==> src/rtl/mux2_arbiter_if.sv <==
// Handshake bundle between two requesters, the arbiter and the downstream sink.
interface mux2_arbiter_if #(
  parameter int unsigned DATA_W = 8
) ();

  logic              a_valid;
  logic [DATA_W-1:0] a_data;
  logic              a_ready;
  logic              b_valid;
  logic [DATA_W-1:0] b_data;
  logic              b_ready;
  logic              out_valid;
  logic [DATA_W-1:0] out_data;
  logic              out_ready;
  logic              sel;

  // Arbiter side.
  modport slave (
    input  a_valid, a_data, b_valid, b_data, out_ready,
    output a_ready, b_ready, out_valid, out_data, sel
  );

  // Requesters plus sink side.
  modport master (
    output a_valid, a_data, b_valid, b_data, out_ready,
    input  a_ready, b_ready, out_valid, out_data, sel
  );

endinterface

==> src/rtl/mux2_arbiter.sv <==
// Two-requester burst arbiter feeding a single registered output slot.
// A requester keeps the grant for up to MAX_BURST transfers while the other
// one is waiting; ties from idle go to whoever was not served last.
module mux2_arbiter #(
  parameter int unsigned DATA_W    = 8,
  parameter int unsigned MAX_BURST = 4
) (
  input  logic             clk,
  input  logic             rst,
  mux2_arbiter_if.slave    bus_io
);

  typedef enum logic [1:0] {StIdle, StGrantA, StGrantB} state_e;

  localparam logic [3:0] LastBeat = 4'(MAX_BURST - 1);

  state_e            state_q, state_d;
  logic              last_srv_q, last_srv_d;  // 0 = A, 1 = B
  logic [3:0]        burst_cnt_q, burst_cnt_d;
  logic              out_valid_q, out_valid_d;
  logic [DATA_W-1:0] out_data_q, out_data_d;
  logic              sel_q, sel_d;

  logic slot_free;
  logic a_ready, b_ready;
  logic xfer_a, xfer_b;

  // Handshake decode; readies are forced low while reset is asserted.
  always_comb begin
    slot_free = !out_valid_q || bus_io.out_ready;
    a_ready   = !rst && (state_q == StGrantA) && slot_free;
    b_ready   = !rst && (state_q == StGrantB) && slot_free;
    xfer_a    = bus_io.a_valid && a_ready;
    xfer_b    = bus_io.b_valid && b_ready;
    // Select follows the grant and holds its last value while idle.
    sel_d = sel_q;
    if (state_q == StGrantA) sel_d = 1'b0;
    if (state_q == StGrantB) sel_d = 1'b1;
  end

  assign bus_io.a_ready   = a_ready;
  assign bus_io.b_ready   = b_ready;
  assign bus_io.out_valid = out_valid_q;
  assign bus_io.out_data  = out_data_q;
  assign bus_io.sel       = rst ? 1'b0 : sel_d;

  // Output slot: load on a transfer, drain when the sink takes it, else hold.
  always_comb begin
    out_valid_d = out_valid_q;
    out_data_d  = out_data_q;
    if (xfer_a) begin
      out_valid_d = 1'b1;
      out_data_d  = bus_io.a_data;
    end else if (xfer_b) begin
      out_valid_d = 1'b1;
      out_data_d  = bus_io.b_data;
    end else if (bus_io.out_ready) begin
      out_valid_d = 1'b0;
    end
  end

  // Grant FSM with burst counting and last-served tracking.
  always_comb begin
    state_d     = state_q;
    burst_cnt_d = burst_cnt_q;
    last_srv_d  = last_srv_q;
    case (state_q)
      StIdle: begin
        burst_cnt_d = '0;
        if (bus_io.a_valid && bus_io.b_valid) begin
          state_d = last_srv_q ? StGrantA : StGrantB;
        end else if (bus_io.a_valid) begin
          state_d = StGrantA;
        end else if (bus_io.b_valid) begin
          state_d = StGrantB;
        end
      end
      StGrantA: begin
        if (!bus_io.a_valid) begin
          state_d     = bus_io.b_valid ? StGrantB : StIdle;
          burst_cnt_d = '0;
        end else if (xfer_a) begin
          last_srv_d = 1'b0;
          if (burst_cnt_q == LastBeat) begin
            burst_cnt_d = '0;
            if (bus_io.b_valid) state_d = StGrantB;
          end else begin
            burst_cnt_d = burst_cnt_q + 4'd1;
          end
        end
      end
      StGrantB: begin
        if (!bus_io.b_valid) begin
          state_d     = bus_io.a_valid ? StGrantA : StIdle;
          burst_cnt_d = '0;
        end else if (xfer_b) begin
          last_srv_d = 1'b1;
          if (burst_cnt_q == LastBeat) begin
            burst_cnt_d = '0;
            if (bus_io.a_valid) state_d = StGrantA;
          end else begin
            burst_cnt_d = burst_cnt_q + 4'd1;
          end
        end
      end
      default: begin
        state_d     = StIdle;
        burst_cnt_d = '0;
      end
    endcase
  end

  // State registers; reset wins over everything and drops any held output.
  always_ff @(posedge clk) begin
    if (rst) begin
      state_q     <= StIdle;
      last_srv_q  <= 1'b1;
      burst_cnt_q <= '0;
      out_valid_q <= 1'b0;
      out_data_q  <= '0;
      sel_q       <= 1'b0;
    end else begin
      state_q     <= state_d;
      last_srv_q  <= last_srv_d;
      burst_cnt_q <= burst_cnt_d;
      out_valid_q <= out_valid_d;
      out_data_q  <= out_data_d;
      sel_q       <= sel_d;
    end
  end

endmodule

==> src/flat_wrapper.sv <==
// flat-port wrapper written by rule: the top's interface ports become plain ports
module mux2_arbiter_flat 
#(
  parameter int unsigned DATA_W    = 8,
  parameter int unsigned MAX_BURST = 4
)
  (clk, rst, bus_io_a_valid, bus_io_a_data, bus_io_b_valid, bus_io_b_data, bus_io_out_ready, bus_io_a_ready, bus_io_b_ready, bus_io_out_valid, bus_io_out_data, bus_io_sel);
  mux2_arbiter_if #(.DATA_W(DATA_W)) bus_io_i ();
  input  logic clk;
  input  logic rst;
  input wire logic [$bits(bus_io_i.a_valid)-1:0] bus_io_a_valid;
  input wire logic [$bits(bus_io_i.a_data)-1:0] bus_io_a_data;
  input wire logic [$bits(bus_io_i.b_valid)-1:0] bus_io_b_valid;
  input wire logic [$bits(bus_io_i.b_data)-1:0] bus_io_b_data;
  input wire logic [$bits(bus_io_i.out_ready)-1:0] bus_io_out_ready;
  output wire logic [$bits(bus_io_i.a_ready)-1:0] bus_io_a_ready;
  output wire logic [$bits(bus_io_i.b_ready)-1:0] bus_io_b_ready;
  output wire logic [$bits(bus_io_i.out_valid)-1:0] bus_io_out_valid;
  output wire logic [$bits(bus_io_i.out_data)-1:0] bus_io_out_data;
  output wire logic [$bits(bus_io_i.sel)-1:0] bus_io_sel;
  assign bus_io_i.a_valid = bus_io_a_valid;
  assign bus_io_i.a_data = bus_io_a_data;
  assign bus_io_i.b_valid = bus_io_b_valid;
  assign bus_io_i.b_data = bus_io_b_data;
  assign bus_io_i.out_ready = bus_io_out_ready;
  assign bus_io_a_ready = bus_io_i.a_ready;
  assign bus_io_b_ready = bus_io_i.b_ready;
  assign bus_io_out_valid = bus_io_i.out_valid;
  assign bus_io_out_data = bus_io_i.out_data;
  assign bus_io_sel = bus_io_i.sel;
  mux2_arbiter #(.DATA_W(DATA_W), .MAX_BURST(MAX_BURST)) u_core (.clk(clk), .rst(rst), .bus_io(bus_io_i));
endmodule
==> config.mk <==
export PLATFORM = sky130hd
export DESIGN_NAME = mux2_arbiter_flat
export DESIGN_NICKNAME = d
export VERILOG_FILES = /design/src/rtl/mux2_arbiter_if.sv /design/src/rtl/mux2_arbiter.sv /design/src/flat_wrapper.sv
export SDC_FILE = /design/constraint.sdc
export NUM_CORES = 1
export LEC_CHECK = 0
export BUFFER_PORTS_ARGS = -buffer_cell sky130_fd_sc_hd__buf_2
export CELL_PAD_IN_SITES_DETAIL_PLACEMENT = 0
export CELL_PAD_IN_SITES_GLOBAL_PLACEMENT = 1
export CORE_UTILIZATION = 37
export DETAILED_ROUTE_END_ITERATION = 16
export PLACE_DENSITY = 0.79
export SYNTH_ARGS = -nofsm -noshare
export SYNTH_HDL_FRONTEND = slang
export SYNTH_SLANG_ARGS = --single-unit
==> constraint.sdc <==
create_clock -name clk -period 3.2 [get_ports clk]
set_clock_uncertainty 0.05 [all_clocks]
set_input_delay 0.32 -clock clk [delete_from_list [all_inputs] [get_ports clk]]
set_output_delay 0.32 -clock clk [all_outputs]
set_load 0.01 [all_outputs]
Word level (Yosys, flattened, before mapping)
Cells that the tools add are included.
{"block": "op_classes", "n_mul": 0, "shifts": 0, "n_addsub": 1, "muxes": 33, "eq_ne": 12, "order_cmp": 0, "reduce_logical": 17, "n_div": 0, "bitwise_logic": 0}
{"op": "2-bit 2-to-1 mux", "n": 12}
{"op": "4-bit 2-to-1 mux", "n": 5}
{"op": "8-bit 2-to-1 mux", "n": 2}
{"op": "1-bit 2-to-1 mux", "n": 11}
{"op": "5-bit AND reduction", "n": 2}
{"op": "3-bit != test (second input constant)", "n": 3}
{"op": "4-bit one-hot mux with 2 select lines", "n": 1}
{"op": "1-bit logical AND", "n": 7}
{"op": "3-bit by 2-bit != test with 1-bit output (second input constant)", "n": 2}
{"op": "2-bit one-hot mux with 3 select lines", "n": 1}
{"op": "4-bit by 1-bit adder with 4-bit output (second input constant)", "n": 1}
{"op": "4-bit by 2-bit equality test with 1-bit output (second input constant)", "n": 1}
{"op": "2-bit by 1-bit != test with 1-bit output (second input constant)", "n": 2}
{"op": "2-bit != test (second input constant)", "n": 2}
{"op": "2-bit nonzero test", "n": 2}
{"op": "3-bit nonzero test", "n": 1}
{"op": "2-bit by 1-bit equality test with 1-bit output (second input constant)", "n": 1}
{"op": "2-bit equality test (second input constant)", "n": 1}
{"op": "1-bit zero test", "n": 2}
{"op": "2-bit zero test", "n": 1}
{"op": "1-bit one-hot mux with 2 select lines", "n": 1}
{"op": "2-bit AND reduction", "n": 1}
{"op": "1-bit logical OR", "n": 1}
{"block": "totals", "elab_cells": 69, "mem_bits_rw": 0, "latchBits": 0, "mem_count": 0, "out_inout_bits": 12, "in_bits": 21, "rom_bits": 0, "regBits": 17}

Depth between registers and ports, before layout
{"block": "logic_depth", "word_depth": 7, "mapped_depth": 8, "depth_no_buf": 6}

Worst setup path after synthesis
OpenSTA, ideal clock, no wires.
{"block": "synth_path", "path_kind": "register -> register", "startpoint": "register u_core.state_q[1]", "endpoint": "register u_core.last_srv_q", "required_ns": 3.028, "path_slack_ns": 1.339, "path_buffers": 1, "setup_ns": 0.122, "path_stages_with_launch": 8, "arrival_time_ns": 1.689, "synth_period_minus_slack_ns": 1.861, "cell_sequence": "dfxtp_1 > inv_1 > ha_1 > nand2_2 > or3_1 > buf_2 > or3_1 > a221o_1"}
{"block": "synth_between", "elab_chain_len": 6, "elab_cells_between_ends": 15, "classes_between": "eq/ne: 6; mux: 1; reduce/logical: 8"}
{"item": "start: declaration", "line_no": "mux2_arbiter.sv:17", "text": "state_e state_q, state_d;"}
{"item": "start signal: assignment", "line_no": "mux2_arbiter.sv:116", "text": "state_q <= StIdle;"}
{"item": "start signal: assignment", "line_no": "mux2_arbiter.sv:123", "text": "state_q <= state_d;"}
{"item": "2-bit by 1-bit equality test with 1-bit output or 2-bit equality test (tied branches)", "line_no": "mux2_arbiter.sv:31, mux2_arbiter.sv:67, mux2_arbiter.sv:32"}
{"item": "1-bit logical AND, on equally long branches (2 in series)", "line_no": "mux2_arbiter.sv:31, mux2_arbiter.sv:32"}
{"item": "1-bit logical AND, on equally long branches", "line_no": "mux2_arbiter.sv:33, mux2_arbiter.sv:34"}
{"item": "2-bit by 1-bit != test with 1-bit output (no source line)"}
{"item": "5-bit AND reduction (no source line)"}
{"item": "end signal: assignment", "line_no": "mux2_arbiter.sv:124", "text": "last_srv_q <= last_srv_d;"}
{"item": "end: declaration", "line_no": "mux2_arbiter.sv:18", "text": "logic last_srv_q, last_srv_d;"}
Parallel ways exist; a longest one is shown, timed or not.
A chain may end at the register's enable or synchronous reset.

Final worst setup path
Ends and elaborated chain as after synthesis.

==> impl_summary.log <==
[metrics] setup_tns: 0 ns
[metrics] worst-case vdd ir drop: ~0.26 mV
[metrics] required time reported for the critical path endpoint: roughly 3.3 ns
[metrics] final count of negative-setup-slack endpoints: 0
[metrics] Layout fillers: 237
[metrics] end point of the critical path: u_core.last_srv_q$_SDFFE_PP1P_
[metrics] post-CTS sizing: 0
[metrics] launch instance of the worst register-to-register path: u_core.state_q[1]$_SDFFE_PP0P_
[metrics] Max FO, Critical Path: 18
[metrics] total power consumption of the routed design: about 0.00056 W
[metrics] Root Buffer Master: clkbuf_4
[metrics] TritonCTS clock tree: done
[metrics] wire length of the first global-routing pass: about 3300 um
[metrics] Synth Warn #: 0
[metrics] Die Ht: about 50 um
[metrics] chip width: between 50 and 60 um
[metrics] Setup CP Type: reg2reg
[metrics] type of element capturing the critical path: flip-flop
[metrics] HPWL after detailed placement: between 1000 and 1500 um
[metrics] ratio of routed vias to standard cells: just over 5
[metrics] flops & latches, synth: 17
[metrics] Hold Buf Count CTS: 0
[metrics] register clock-pin slew on the reported worst setup and hold paths: approximately 0.1 ns
[metrics] Die Area: about 2600 sq um
[metrics] number of H-tree levels: 1
[metrics] setup repair after global routing missed its margin: false
[metrics] highest clock frequency the design can meet: ~0.45 GHz
[metrics] number of nets in the layout: 163
[metrics] startpoint of the worst setup timing path: u_core.state_q[1]$_SDFFE_PP0P_
[metrics] Seq. cell area: roughly 340 sq um
[metrics] library cells used by synthesis: 30
[metrics] LEAKAGE: between 0.4 and 0.5 nW
[metrics] count of final hold-check violations: 0
[metrics] all-layer global routing usage: 0.169
[metrics] Setup Buffers After CTS: 0
[metrics] measured slew at the worst slew-check pin: 0.597 ns
[metrics] Syn Area/Cell: a little under 9 sq um
[metrics] WL per Instance: around 12 um
[metrics] maximum number of pins on one net before global-route repair: 23
[metrics] share of synthesized flip-flops with an asynchronous set or reset: 0
[metrics] # IOs: 33
[metrics] number of diodes: 0
[metrics] sum of routed wire length over all layers: slightly below 2000 um
[metrics] Initial Util: 0.400
[metrics] power density over the cells: roughly 510 nW/um^2
[metrics] largest area contributor in the synthesized netlist: dfxtp_1
[metrics] Std-Cell Rows: 17
[metrics] vias in the first global route: 749
[metrics] area taken by multi-input logic gates: around 520 sq um
[metrics] Reg2Reg Setup Slack: slightly below 1 ns
[metrics] clock latency on the worst-skew pair: just under 0.3 ns
[metrics] clock sink total: 17
[metrics] end of the worst register-to-register path: u_core.last_srv_q$_SDFFE_PP1P_
[metrics] worst slew margin relative to its limit: 0.599
[metrics] layout cells sized above 1: 0.279
[metrics] count of buffers from port buffering: 32
[metrics] share of the yosys chip area belonging to registers: 0.377
[metrics] area added between synthesis and finish: 23.0%
[metrics] Final Max Tran Viols: 0
[metrics] total of max-cap violations: 0
[metrics] part of the cycle the worst path needs: 0.693
[metrics] data arrival at the endpoint of the critical path: roughly 2.3 ns
[metrics] number of cells on the worst reg-to-reg path: 6
[metrics] outcome: finished clean
[metrics] detailed-route via count: 841
[metrics] DRC violations left: 0
[metrics] crit path time final: between 2 and 2.5 ns
[metrics] Syn Inst Count: between 100 and 150
[metrics] cell types occupying the most area after synthesis: dfxtp_1, mux2i_1, a211oi_1, ha_1, nor2_1
[metrics] number of nets with antenna violations after detailed routing: 0
[metrics] dominant register cell in the synthesized netlist: dfxtp_1
[metrics] maximum clock path buffer count: 2
[metrics] Synth top area share: 0.377
[metrics] initial antenna violation count: 0
[metrics] Worst Hold Depth: 3
[metrics] type of the most critical hold path: in2reg
[metrics] total core area: roughly 2300 sq um
[metrics] top cell types by occurrence after synthesis: dfxtp_1, nor2_1, a211oi_1
[metrics] most common cell in the synthesized netlist: dfxtp_1
[metrics] last weighted congestion value of the routability-driven placer: approximately 0.74
[metrics] EDFF count, synth: 0
[metrics] net count after synthesis: between 100 and 150
[metrics] First DRT Iteration DRCs: 9
[metrics] number of buffers inserted during clock tree synthesis: 3
[metrics] total standard cell area after synthesis: about 900 sq um
[metrics] type of element launching the critical path: flip-flop
[metrics] Pre-antenna DRT Iters: 4
[metrics] global route total overflow: 0
per-layer routing:
metal  up-vias  global-route usage  routed length, um
li1        442                   -                  -
met1       374               0.222               1010
met2        21               0.262                821
met3         4              0.0357                 85
met4         0              0.0811                 29
met5         -                   0                  0
placed cells by master, fill, tap and decap left out, drive strengths merged, types with 4 or more instances in the layout:
cell and count:
buf 33, dfxtp 17, nor2 13, a211oi 10, mux2i 8, a21oi 6, inv 5, o21ai 5
ha 5, nand2b 4, or3 4, nand2 4, clkbuf 4
how the worst min path moves through the flow:
| stage | from | to | slack [ns] |
|---|---|---|---|
| after floorplan | u_core.burst_cnt_q[3]$_SDFFE_PP0P_ | u_core.burst_cnt_q[3]$_SDFFE_PP0P_ | 0.41 |
| after global placement | u_core.sel_q$_DFF_P_ | u_core.sel_q$_DFF_P_ | 0.43 |
| after detailed placement | u_core.burst_cnt_q[3]$_SDFFE_PP0P_ | u_core.burst_cnt_q[3]$_SDFFE_PP0P_ | 0.43 |
| after CTS | bus_io_a_data[2] | u_core.bus_io.out_data[2]$_SDFFE_PP0P_ | 0.25 |
| after global routing | bus_io_a_data[7] | u_core.bus_io.out_data[7]$_SDFFE_PP0P_ | 0.25 |
| final | bus_io_a_data[0] | u_core.bus_io.out_data[0]$_SDFFE_PP0P_ | 0.26 |
critical path, cell delays in order (launching register included):
cell and delay (ns):
dfxtp_1 0.35, inv_1 0.08, ha_1 0.26, nand2_2 0.08
or3_1 0.55, or3_1 0.41, a221o_1 0.31
layout make-up:
type                    instances  area share
inverters                       5      0.0169
clock buffers                   4      0.0237
well taps                      28      0.0316
multi-input cells              77       0.470
repair buffers                 33       0.151
flip-flops and latches         17       0.307
logic make-up after synthesis:
logic type | count (synthesis) | synth area share
AOI/OAI and AO/OA | 29 | 0.221
xor gates and xnor gates | 1 | 0.00971
adders and majority gates | 5 | 0.0693
buffers and inverters | 10 | 0.0444
DFF | 17 | 0.377
muxes | 8 | 0.0888
and+or+nand+nor | 34 | 0.190
registers in the layout (all words and copies together) (netlist names):
signal                   count
u_core.last_srv_q            1
u_core.sel_q                 1
u_core.bus_io.out_valid      1
u_core.state_q               2
u_core.burst_cnt_q           4
u_core.bus_io.out_data       8
through the flow:
stage                     hold WS (ns)  instance area, sq um  worst slack [ns]  cells   util
final                            0.259                  1110             0.984    164  0.492
after global routing             0.248                  1110             0.848    164  0.492
after CTS                        0.251                  1110             0.995    164  0.492
after detailed placement         0.431                  1080              1.02    160  0.481
after global placement           0.432                  1080              1.12    160  0.481
after floorplan                  0.408                   902              1.34    104      -
power by group:
group	total, W	internal, W	switching, W	leakage [nW]
Sequential	0.000255	0.000238	0.0000169	0.138
Clock	0.000112	0.0000484	0.0000639	0.0150
Combinational	0.000195	0.0000872	0.000108	0.330
Total	0.000562	0.000373	0.000189	0.483
Note: power is estimated with default switching activity, not from simulation.
